<file path="src/rtl/mips_muldiv_unit_pkg.sv">
// Shared definitions for the multiply/divide unit: op encodings, FSM states
// and a constant-width helper for the iteration counter.
package mips_mdu_pkg;

  localparam logic [1:0] MDU_MULTU = 2'b00;
  localparam logic [1:0] MDU_MULT  = 2'b01;
  localparam logic [1:0] MDU_DIVU  = 2'b10;
  localparam logic [1:0] MDU_DIV   = 2'b11;

  typedef enum logic [2:0] {
    IDLE,
    MUL,
    DIV,
    FIXUP,
    DONE
  } mdu_state_e;

  // Number of bits needed to encode values 0..value-1.
  function automatic int unsigned clog2(input int unsigned value);
    int unsigned r;
    r = 0;
    while ((64'd1 << r) < 64'(value)) r++;
    return r;
  endfunction

endpackage

</file>
<file path="src/rtl/mips_muldiv_unit_iter_step.sv">
// One iteration of the MDU datapath over the {acc, q} register pair:
// a right-shifting shift-add step for multiply or a restoring step for divide.
module mdu_iter_step #(
  parameter int unsigned WIDTH = 32
) (
  input  logic             is_div_i,
  input  logic [WIDTH-1:0] acc_i,
  input  logic [WIDTH-1:0] q_i,
  input  logic [WIDTH-1:0] b_i,
  output logic [WIDTH-1:0] acc_o,
  output logic [WIDTH-1:0] q_o
);

  logic [WIDTH:0] sum;
  logic [WIDTH:0] addend;
  logic [WIDTH:0] rem;
  logic [WIDTH:0] diff;

  // Multiply: add multiplicand when q[0] set, then shift {carry, acc, q} right.
  // Divide: shift {acc, q} left, subtract divisor, keep the difference if no borrow.
  always_comb begin
    sum    = {1'b0, acc_i} + {1'b0, b_i};
    addend = q_i[0] ? sum : {1'b0, acc_i};
    rem    = {acc_i, q_i[WIDTH-1]};
    diff   = rem - {1'b0, b_i};
    acc_o  = acc_i;
    q_o    = q_i;
    if (is_div_i) begin
      if (!diff[WIDTH]) begin
        acc_o = diff[WIDTH-1:0];
        q_o   = {q_i[WIDTH-2:0], 1'b1};
      end else begin
        acc_o = rem[WIDTH-1:0];
        q_o   = {q_i[WIDTH-2:0], 1'b0};
      end
    end else begin
      acc_o = addend[WIDTH:1];
      q_o   = {addend[0], q_i[WIDTH-1:1]};
    end
  end

endmodule

</file>
<file path="src/rtl/mips_muldiv_unit.sv">
// Iterative multiply/divide unit with architectural HI/LO registers.
// Fixed latency of WIDTH+2 cycles from issue to done for every operation.
// Optional feature macro: MIPS_MDU_DIV_EN enables the divide path; without it
// DIVU/DIV starts are ignored and no divider logic is built.
module mips_muldiv_unit
  import mips_mdu_pkg::*;
#(
  parameter int unsigned WIDTH = 32
) (
  input  logic             clk,
  input  logic             reset,
  input  logic             flush,
  input  logic             start,
  input  logic [1:0]       op,
  input  logic [WIDTH-1:0] src_a,
  input  logic [WIDTH-1:0] src_b,
  input  logic             hi_we,
  input  logic             lo_we,
  input  logic [WIDTH-1:0] wdata,
  output logic             busy,
  output logic             done,
  output logic [WIDTH-1:0] hi,
  output logic [WIDTH-1:0] lo
);

`ifdef MIPS_MDU_DIV_EN
  localparam logic DivEn = 1'b1;
`else
  localparam logic DivEn = 1'b0;
`endif

  localparam int unsigned     CntW     = clog2(WIDTH + 1);
  localparam logic [CntW-1:0] LastIter = CntW'(WIDTH - 1);

  mdu_state_e       state_q, state_d;
  logic [CntW-1:0]  cnt_q, cnt_d;
  logic [WIDTH-1:0] acc_q, acc_d;
  logic [WIDTH-1:0] q_q, q_d;
  logic [WIDTH-1:0] b_q, b_d;
  logic             div_q, div_d;
  logic             neg_q, neg_d;
  logic             rneg_q, rneg_d;
  logic [WIDTH-1:0] hi_q, hi_d;
  logic [WIDTH-1:0] lo_q, lo_d;

  logic             is_div_op;
  logic             is_signed_op;
  logic             start_ok;
  logic [WIDTH-1:0] abs_a;
  logic [WIDTH-1:0] abs_b;
  logic [WIDTH-1:0] step_acc;
  logic [WIDTH-1:0] step_q;
  logic [2*WIDTH-1:0] prod_neg;
  logic             result_vis;

  assign is_div_op    = (op == MDU_DIVU) || (op == MDU_DIV);
  assign is_signed_op = (op == MDU_MULT) || (op == MDU_DIV);
  assign start_ok     = start && !flush && (DivEn || !is_div_op);
  assign abs_a        = (is_signed_op && src_a[WIDTH-1]) ? -src_a : src_a;
  assign abs_b        = (is_signed_op && src_b[WIDTH-1]) ? -src_b : src_b;
  assign prod_neg     = -{acc_q, q_q};

  mdu_iter_step #(
    .WIDTH(WIDTH)
  ) u_step (
    .is_div_i (DivEn && div_q),
    .acc_i    (acc_q),
    .q_i      (q_q),
    .b_i      (b_q),
    .acc_o    (step_acc),
    .q_o      (step_q)
  );

  // The result sits in {acc, q} during DONE and is committed to HI/LO on the way
  // out, so a flush in DONE can still suppress it without saving old HI/LO.
  assign result_vis = (state_q == DONE) && !flush;
  assign done       = result_vis;
  assign busy       = (state_q == MUL) || (state_q == DIV) || (state_q == FIXUP);
  assign hi         = result_vis ? acc_q : hi_q;
  assign lo         = result_vis ? q_q : lo_q;

  // Next-state, iteration, sign fixup and HI/LO write selection.
  always_comb begin
    state_d = state_q;
    cnt_d   = cnt_q;
    acc_d   = acc_q;
    q_d     = q_q;
    b_d     = b_q;
    div_d   = div_q;
    neg_d   = neg_q;
    rneg_d  = rneg_q;
    hi_d    = hi_q;
    lo_d    = lo_q;
    case (state_q)
      IDLE: begin
        if (hi_we) hi_d = wdata;
        if (lo_we) lo_d = wdata;
        if (start_ok) begin
          state_d = is_div_op ? DIV : MUL;
          cnt_d   = '0;
          acc_d   = '0;
          q_d     = abs_a;
          b_d     = abs_b;
          div_d   = is_div_op;
          neg_d   = is_signed_op && (src_a[WIDTH-1] ^ src_b[WIDTH-1]);
          rneg_d  = is_signed_op && src_a[WIDTH-1];
        end
      end
      MUL, DIV: begin
        acc_d = step_acc;
        q_d   = step_q;
        cnt_d = cnt_q + 1'b1;
        if (cnt_q == LastIter) begin
          state_d = FIXUP;
          cnt_d   = '0;
        end
      end
      FIXUP: begin
        state_d = DONE;
        if (div_q) begin
          acc_d = rneg_q ? -acc_q : acc_q;
          q_d   = (b_q == '0) ? '1 : (neg_q ? -q_q : q_q);
        end else begin
          {acc_d, q_d} = neg_q ? prod_neg : {acc_q, q_q};
        end
      end
      DONE: begin
        state_d = IDLE;
        hi_d    = acc_q;
        lo_d    = q_q;
      end
      default: state_d = IDLE;
    endcase
    if (flush && (state_q != IDLE)) begin
      state_d = IDLE;
      cnt_d   = '0;
      hi_d    = hi_q;
      lo_d    = lo_q;
    end
  end

  // State, datapath and architectural register update with synchronous reset.
  always_ff @(posedge clk) begin
    if (!reset) begin
      state_q <= IDLE;
      cnt_q   <= '0;
      acc_q   <= '0;
      q_q     <= '0;
      b_q     <= '0;
      div_q   <= 1'b0;
      neg_q   <= 1'b0;
      rneg_q  <= 1'b0;
      hi_q    <= '0;
      lo_q    <= '0;
    end else begin
      state_q <= state_d;
      cnt_q   <= cnt_d;
      acc_q   <= acc_d;
      q_q     <= q_d;
      b_q     <= b_d;
      div_q   <= div_d;
      neg_q   <= neg_d;
      rneg_q  <= rneg_d;
      hi_q    <= hi_d;
      lo_q    <= lo_d;
    end
  end

endmodule

</file>
<file path="config.mk">
export PLATFORM = sky130hd
export DESIGN_NAME = mips_muldiv_unit
export DESIGN_NICKNAME = d
export VERILOG_FILES = /design/src/rtl/mips_muldiv_unit_pkg.sv /design/src/rtl/mips_muldiv_unit_iter_step.sv /design/src/rtl/mips_muldiv_unit.sv
export SDC_FILE = /design/constraint.sdc
export NUM_CORES = 1
export LEC_CHECK = 0
export CAP_MARGIN = 20
export CORE_MARGIN = 10
export CORE_UTILIZATION = 59
export DETAILED_ROUTE_END_ITERATION = 8
export GPL_TIMING_DRIVEN = 0
export PLACE_DENSITY = 0.89
export SYNTH_ARGS = -nofsm -noshare
export SYNTH_HDL_FRONTEND = slang
export SYNTH_HIERARCHICAL = 1
export SYNTH_SLANG_ARGS = --single-unit
export TNS_END_PERCENT = 100
</file>
<file path="constraint.sdc">
create_clock -name clk -period 4.1 [get_ports clk]
set_input_delay 0.615 -clock clk [delete_from_list [all_inputs] [get_ports clk]]
set_output_delay 0.615 -clock clk [all_outputs]
set_load 0.02 [all_outputs]
</file>
# Yosys cells after proc, flatten, opt, wreduce, memory -nomap -nowiden

Index checks and enable logic that the tools add are counted.

Bits in registers: 172
Output and inout bits: 66

Add/subtract/negate cells: 7
Eq/ne operators: 15
Mux-type cells: 26
Bitwise logic cells: 3
Reduce and logical (&&, ||, !) cells: 28

Operators by type and width:

| operator                                                         | number |
|---|---|
| 32-bit two-way mux                                               | 13 |
| 32-bit one-hot mux with 3 select lines                           | 2 |
| 32-bit negator                                                   | 4 |
| 32-bit one-hot mux with 2 select lines                           | 2 |
| 64-bit two-way mux                                               | 1 |
| 64-bit negator                                                   | 1 |
| 32-bit by 32-bit adder with 33-bit output                        | 1 |
| 33-bit two-way mux                                               | 1 |
| 32-bit zero test                                                 | 1 |
| 6-bit two-way mux                                                | 2 |
| 6-bit one-hot mux with 2 select lines                            | 1 |
| 3-bit one-hot mux with 3 select lines                            | 1 |
| 2-bit != test (second input constant)                            | 4 |
| 4-bit AND reduction                                              | 2 |
| 1-bit logical AND                                                | 7 |
| 6-bit by 1-bit adder with 6-bit output (second input constant)   | 1 |
| 3-bit by 2-bit == test with 1-bit output (second input constant) | 2 |
| 6-bit by 5-bit == test with 1-bit output (second input constant) | 1 |
| 3-bit two-way mux                                                | 2 |
| 3-bit != test (second input constant)                            | 2 |
| 2-bit AND reduction                                              | 3 |
| 3-bit AND reduction                                              | 2 |
| 3-bit nonzero test                                               | 2 |
| 2-bit == test (second input constant)                            | 2 |
| other kinds (12)                                                 | 19 |

# Longest topological paths before layout

Gate-level depths: netlist of run 1.

Depth after elaboration: 6
Mapped depth: 19
Gate-level depth less buffers: 17

# Hierarchy

The synthesis of run 1 kept the hierarchy.

Modules (own cells, without submodules):

| module           | instances | cells each | area an instance (um2) | sequential area each (um2) |
|---|---|---|---|---|
| mips_muldiv_unit | 1         | 1416       | 10890.4                | 3443.3 |
| mdu_iter_step    | 1         | 690        | 4720.8                 | 0.0 |

# Least setup slack after synthesis of run 1

No wires, ideal clock.

Kind: register to register
From: register acc_q[1]
To: register acc_q[30]
Library setup time: 0.106 ns
Data arrival time: 3.532 ns
Required time: 3.994 ns
Path slack: 0.462 ns
Cell stages (with the launch flop): 15
Path buffers: 0
Cell sequence: dfxtp_1 > ha_1 > a211o_1 > a21oi_2 > a2111oi_0 > or4_1 > a311o_1 > a221o_1 > a21o_1 > a31oi_1 > mux2_1 > a22oi_2 > a22o_1 > nand2_1 > o311ai_0

Elaborated cells between the ends (all ways): 8
Classes of those cells: add/sub: 3; mux: 5

RTL lines:

| item                                      | RTL line                         | text |
|---|---|---|
| from (decl)                               | mips_muldiv_unit.sv:37           | `logic [WIDTH-1:0] acc_q, acc_d;` |
| from (signal assigned)                    | mips_muldiv_unit.sv:147          | `acc_q <= '0;` |
| from (signal assigned)                    | mips_muldiv_unit.sv:158          | `acc_q <= acc_d;` |
| 32-bit by 32-bit adder with 33-bit output | mips_muldiv_unit_iter_step.sv:22 | `sum = {1'b0, acc_i} + {1'b0, b_i};` |
| 33-bit two-way mux                        | mips_muldiv_unit_iter_step.sv:23 | `addend = q_i[0] ? sum : {1'b0, acc_i};` |
| named net step_acc[30]                    | mips_muldiv_unit.sv:51           | `logic [WIDTH-1:0] step_acc;` |
| 32-bit one-hot mux with 3 select lines    | mips_muldiv_unit.sv:94           | `case (state_q)` |

The timed path passes the listed nets, and every way through them passes these cells. The select of a mux whose other input is x is not followed.
A chain may end at the register's enable or synchronous reset.

# Worst setup path after layout of run 1

From: register acc_q[0]
To: register acc_q[29]

Same word-level chain as after synthesis.

==> results.yml, run 1 <==
worst_setup_path:
  critical_path_class: "flop to flop"
  critPathCaptureType: "flop"
  start_kind: "flop"
  cp_max_fo: 13
  rr_worst_depth: 14
  required_ns: 4.46
  worstPathArrival_ns: 4.38
placed_design:
  place_congestion: 1.01
  io_buffer_count: 167
  dp_hpwl_um: 50200
  dp.cells: 2609
floorplanning:
  fp.dieW_um: 183
  die_h_um: 183
  row_count: 59
  ios: 170
  core_mm2: 0.0261
  die_area_mm2: 0.0334
  start_util: 0.599
routing:
  drtPass1Iterations: 6
  final_antenna_net_count: 0
  via_count: 18900
  wl_um: 65800
  wl_per_cell_um: 24.8
  viasPerCell: 7.12
  drtIter0Drc: 2994
  route.detailed.drc: 0
finish:
  layout.cells.most_common_list: "nand2_1, clkdlybuf4s50_1, nor2_1"
  layout_commonest_cell: "nand2_1"
  syn2layout_area_growth_pct: 18.0
  fin_cells: 2650
  nNetsFinal: 2474
  drive_gt1_frac: 0.0857
  utilization: 0.707
clock_network:
  clkTransAtPathRegs_ns: 0.08
  clock_sinks: 172
  cts_tree: "done"
  postCtsHoldBufs: 0
  clock-root-buffer: "clkbuf_16"
  clk-insertion-delay-late_ns: 0.45
  cts_buffers: 17
  clockBufferDepth: 2
  htree_levels: 4
synth:
  ys_ff_latch: 172
  yosys_warnings: 6
  syn_area_per_cell_um2: 7.41
  yosysTopAreaCellShare: 0.221
  synth_nets: 2281
  synth_top_cells_by_area: "dfxtp_1, mux2_2, ha_1"
  synth_edf_count: 0
  async_flop_share: 0
  synth_top_area_cell: "dfxtp_1"
  synth_seq_area_share: 0.221
  synthCells: 2106
  ys.flop_type: "dfxtp_1"
  yosysUniqueCellTypes: 94
  synth.cell_area_mm2: 0.0156
sta:
  tightest_slew_ns: 1.21
  finalMaxSlewViolations: 0
  fin_skew_ns: 0.0155
  fmax_mhz: 249
  rsz0062_at_grt: "no"
  hold_violations: 0
  finalSetupViolCount: 0
  max-slew-margin-rel: 0.189
  finalCritPeriodShare: 0.979
  period_minus_slack_ns: 4.02
pwr:
  pwr_density_cell_mw_per_mm2: 702
  p_leak_nw: 6.98
  power.ir.vdd_worst_mv: 0.519
grt:
  grt-ovfl-total: 0
  antenna_found_initial: 2
  grt_pass1_wl_um: 100000
  first_global_vias: 17900
  grt_max_degree: 19
  grt_use_total: 0.371
worst_hold_path:
  hold_path_depth: 2
  hold_path.class: "flop to flop"
flow_run:
  cap_viol_max_count: 0
run_status:
  outcome: "finished clean"
==> final timing paths <==
path	from	endpoint	slack, ns
max	acc_q[0]	acc_q[29]	0.08
min	rneg_q	rneg_q	0.52
max reg2reg	acc_q[0]	acc_q[29]	0.08
min reg2reg	rneg_q	rneg_q	0.52
==> synthesized netlist by cell type (14+ instances only) <==
cell type and instances:
a211oi_1 60, a21o_1 23, a21oi_1 155, a221oi_1 22, a22oi_1 22, a31oi_1 107, and3_1 15, clkbuf_1 139
dfxtp_1 172, ha_1 69, inv_1 68, mux2_2 94, mux2i_1 27, nand2_1 217, nand2b_1 18, nand3_1 42
nand4_1 23, nor2_1 161, nor2b_1 29, nor3_1 54, nor4_1 35, o211ai_1 14, o21ai_0 134, o31ai_1 18
or3_1 22, or4_1 21, xnor2_1 80, xor2_1 44
==> layout make-up <==
type / instances / area, um^2
clock buffer: 17 / 425
buffer: 153 / 618
sequential: 172 / 3480
timing repair buffer: 174 / 1730
tap: 335 / 419
clock inverter: 14 / 154
multi-input combinational: 1711 / 11300
fill: 2191 / 7630
antenna: 4 / 10.0
inverter: 70 / 263
==> repair_timing <==
| item | CTS | global route |
|---|---|---|
| pin swaps | 0 | 5 |
| buffers inserted | 0 | 5 |
| setup endpoints to repair | 51 | 53 |
| gates resized for setup | 13 | 25 |
==> metal layers <==
layer | share of wire | GRT usage | vias to the layer above
li1 | - | - | 8280
met3 | 0.13 | 0.0924 | 364
met2 | 0.43 | 0.569 | 1534
met5 | 0 | 0 | -
met4 | 0.053 | 0.188 | 0
met1 | 0.39 | 0.474 | 8701
==> power by group <==
part	switching [mW]	total, mW	internal, mW
logic	5.22	8.46	3.23
clock network	0.854	1.67	0.816
registers	0.757	2.81	2.06
total	6.83	12.9	6.10
==> metrics by stage <==
stage | cell area (um^2) | power, mW | setup slack, ns | setup TNS (ns) | hold WS, ns
finish | 18400 | 12.9 | 0.0846 | 0 | 0.517
floorplan | 15600 | 8.14 | 0.462 | 0 | 0.436
global route | 18400 | 13.4 | 0.0110 | 0 | 0.509
CTS | 18300 | 12.4 | 0.00921 | 0 | 0.502
detailed placement | 17700 | 10.7 | -0.190 | -0.190 | 0.456
global placement | 17700 | 10.6 | -0.162 | -0.162 | 0.446
==> logic make-up after synthesis <==
logic type,count (synthesis),synth area share
simple gates,694,0.217
buf+inv,223,0.0559
fa+ha+maj,71,0.0579
compound gates,699,0.293
mux,122,0.0858
xor+xnor,124,0.0696
other cells,1,0.000240
flops,172,0.221
==> sequential cells by signal (all words and copies together) (netlist names) <==
| register | flops |
|---|---|
| div_q | 1 |
| acc_q | 32 |
| lo_q | 32 |
| hi_q | 32 |
| b_q | 32 |
| cnt_q | 6 |
| neg_q | 1 |
| q_q | 32 |
| state_q | 3 |
| rneg_q | 1 |
==> worst max-delay path, stage by stage (launching register included) <==
cell,delay (ns)
dfxtp_4,0.41
ha_1,0.26
fa_1,0.44
a211oi_1,0.40
o211ai_1,0.18
a31oi_1,0.29
a21oi_1,0.16
a21boi_1,0.31
o31ai_1,0.17
o41ai_1,0.46
xnor2_1,0.18
nand2_1,0.08
a32oi_1,0.23
a22oi_1,0.15
o221ai_1,0.22
Power figures use the tool's default switching activity.
==> run 2, diff against run 1 <==
--- a/config.mk
+++ b/config.mk
@@ -6,10 +6,12 @@
 export NUM_CORES = 1
 export LEC_CHECK = 0
 export CAP_MARGIN = 20
+export CORE_ASPECT_RATIO = 0.5
 export CORE_MARGIN = 10
 export CORE_UTILIZATION = 59
 export DETAILED_ROUTE_END_ITERATION = 8
 export GPL_TIMING_DRIVEN = 0
+export MAX_ROUTING_LAYER = met4
 export PLACE_DENSITY = 0.89
 export SYNTH_ARGS = -nofsm -noshare
 export SYNTH_HDL_FRONTEND = slang
==> run 2 against run 1 <==
Against the previous run: the flow now finishes with violations (design-rule violations); clock-buffer cell count up 2; first-iteration DRC count is 9.5% higher; routed wire length fell by 1.5%; via count is 0.38% lower; non-clock buffer count down 1; final cell count increased by 0.19%; clock skew rose by 0.0045 ns; sequential share of layout area about the same; largest power group unchanged.
==> results.yml, run 2 (synthesis results as in run 1) <==
grt:
  antenna_found_initial: 1
  grt_use_total: 0.370
  grt-ovfl-total: 0
  grt_max_degree: 17
  first_global_vias: 17200
  grt_pass1_wl_um: 98000
finish:
  fillCellCount: 2076
  multiInputGateArea_mm2: 0.0113
  nNetsFinal: 2473
  fin_cells: 2655
  layout_commonest_cell: "nand2_1"
  layout.cells.most_common_list: "nand2_1, clkdlybuf4s50_1, dfxtp_1"
  drive_gt1_frac: 0.0814
  seq_area_mm2: 0.00347
  syn2layout_area_growth_pct: 17.8
  final_area_mm2: 0.0184
worst_setup_path:
  worstPathArrival_ns: 4.37
  critical_path_class: "flop to flop"
  rr_endpoint: "acc_q[30]"
  reg2reg_setup_slack_ns: 0.11
  cp_max_fo: 13
  critPathCaptureType: "flop"
  required_ns: 4.48
  endpoint: "acc_q[30]"
  r2r-start: "acc_q[0]"
  rr_worst_depth: 14
  start_kind: "flop"
  crit_start: "acc_q[0]"
routing:
  viasPerCell: 7.08
  route.detailed.drc: 9
  via_count: 18800
  drtPass1Iterations: 9
  wl_per_cell_um: 24.4
  final_antenna_net_count: 0
  drtIter0Drc: 3278
  wl_um: 64800
clock_network:
  clock-root-buffer: "clkbuf_16"
  clk-insertion-delay-late_ns: 0.47
  htree_levels: 4
  clockBufferDepth: 2
  postCtsHoldBufs: 0
  cts_tree: "done"
  clkTransAtPathRegs_ns: 0.08
  clock_sinks: 172
  cts_buffers: 17
sta:
  tightest_slew_ns: 1.38
  rsz0062_at_grt: "no"
  worst_slack_ns: 0.111
  finalCritPeriodShare: 0.973
  period_minus_slack_ns: 3.99
  hold_violations: 0
  max-slew-margin-rel: 0.0705
  fmax_mhz: 251
  fin_setup_tns_ns: 0
  fin_skew_ns: 0.0201
  finalMaxSlewViolations: 0
  finalSetupViolCount: 0
floorplanning:
  die_h_um: 135
  ios: 170
  start_util: 0.610
  row_count: 41
  fp.dieW_um: 250
  die_area_mm2: 0.0338
  core_mm2: 0.0256
pwr:
  power.clock.fraction: 0.129
  combPwrFrac: 0.660
  seqPwrFrac: 0.211
  intPower_mw: 6.16
  power_switching_mw: 6.75
  pwr_density_cell_mw_per_mm2: 702
  power.ir.vdd_worst_mv: 0.407
  p_leak_nw: 6.98
  switching_share: 0.523
run_status:
  violations: "design-rule violations"
  outcome: "finished, violations left"
placed_design:
  place_worst_setup_slack_ns: -0.178
  dp.cells: 2618
  place_area_mm2: 0.0177
  io_buffer_count: 167
  place_congestion: 1.05
  dp_hpwl_um: 48800
worst_hold_path:
  hold_path.class: "flop to flop"
flow_run:
  cap_viol_max_count: 0
## run 2: cell types whose count changed in the layout (fill, tap and decap cells not counted), sizes merged
cell | before | now
clkbuf | 157 | 158
buf | 20 | 19
diode | 4 | 1
clkinvlp | 1 | 2
dlymetal6s2s | 0 | 1
bufinv | 0 | 1
inv | 75 | 72
clkinv | 8 | 7
## run 2: worst max-delay path, stage by stage, from the launching register on
cell and delay (ns):
dfxtp_2 0.42, ha_1 0.26, a211o_1 0.36, a21oi_4 0.20, a2111oi_1 0.11, or4_1 0.59
a311o_1 0.33, a221o_1 0.36, a21o_1 0.22, a31oi_1 0.22, mux2_1 0.35, a22oi_2 0.16
a22o_1 0.16, nand2_1 0.06, o311ai_1 0.10
## run 2: layout make-up
class                      count  area share
antenna                        1    0.000136
multi-input combinational   1711       0.615
sequential                   172       0.189
timing repair buffer         173      0.0935
clock buffer                  19      0.0241
tap                          344      0.0234
inverter                      70      0.0143
buffer                       153      0.0336
clock inverter                12     0.00735
## run 2: through the flow
step                hold slack, ns  total power [mW]   util
global route                 0.506              13.4  0.718
detailed placement           0.459              10.6  0.692
floorplan                    0.436              8.14      -
global placement             0.457              10.5  0.692
CTS                          0.469              12.3  0.715
finish                       0.473              12.9  0.718
## run 2: worst min path at each step
stage / startpoint / endpoint / slack, ns / cells past startpoint
6_report: rneg_q / rneg_q / 0.47 / 2
5_1_grt: rneg_q / rneg_q / 0.51 / 2
2_1_floorplan: rneg_q / rneg_q / 0.44 / 2
3_5_place_dp: rneg_q / rneg_q / 0.46 / 2
3_3_place_gp: rneg_q / rneg_q / 0.46 / 2
4_1_cts: rneg_q / rneg_q / 0.47 / 2
## run 2: per-layer routing
layer / vias up / routed length [um] / global-route usage
li1: 8278 / - / -
met1: 8664 / 24800 / 0.452
met2: 1528 / 27100 / 0.554
met3: 337 / 9400 / 0.113
met4: 0 / 3520 / 0.169
met5: - / 0 / -
## run 2: power by group through the flow
| stage | Combinational, mW | Sequential (mW) | Clock (mW) |
|---|---|---|---|
| finish | 8.52 | 2.72 | 1.67 |
| global route | 8.95 | 2.75 | 1.71 |
| CTS | 8.02 | 2.67 | 1.63 |
| detailed placement | 7.93 | 2.70 | 0 |
| global placement | 7.87 | 2.68 | 0 |
| floorplan | 5.72 | 2.42 | 0 |
## run 2: what timing repair did
action / in CTS / in global routing
endpoints found under the setup margin: 51 / 51
gates resized for setup: 11 / 19
setup buffers: 0 / 3
pin swaps: 0 / 5
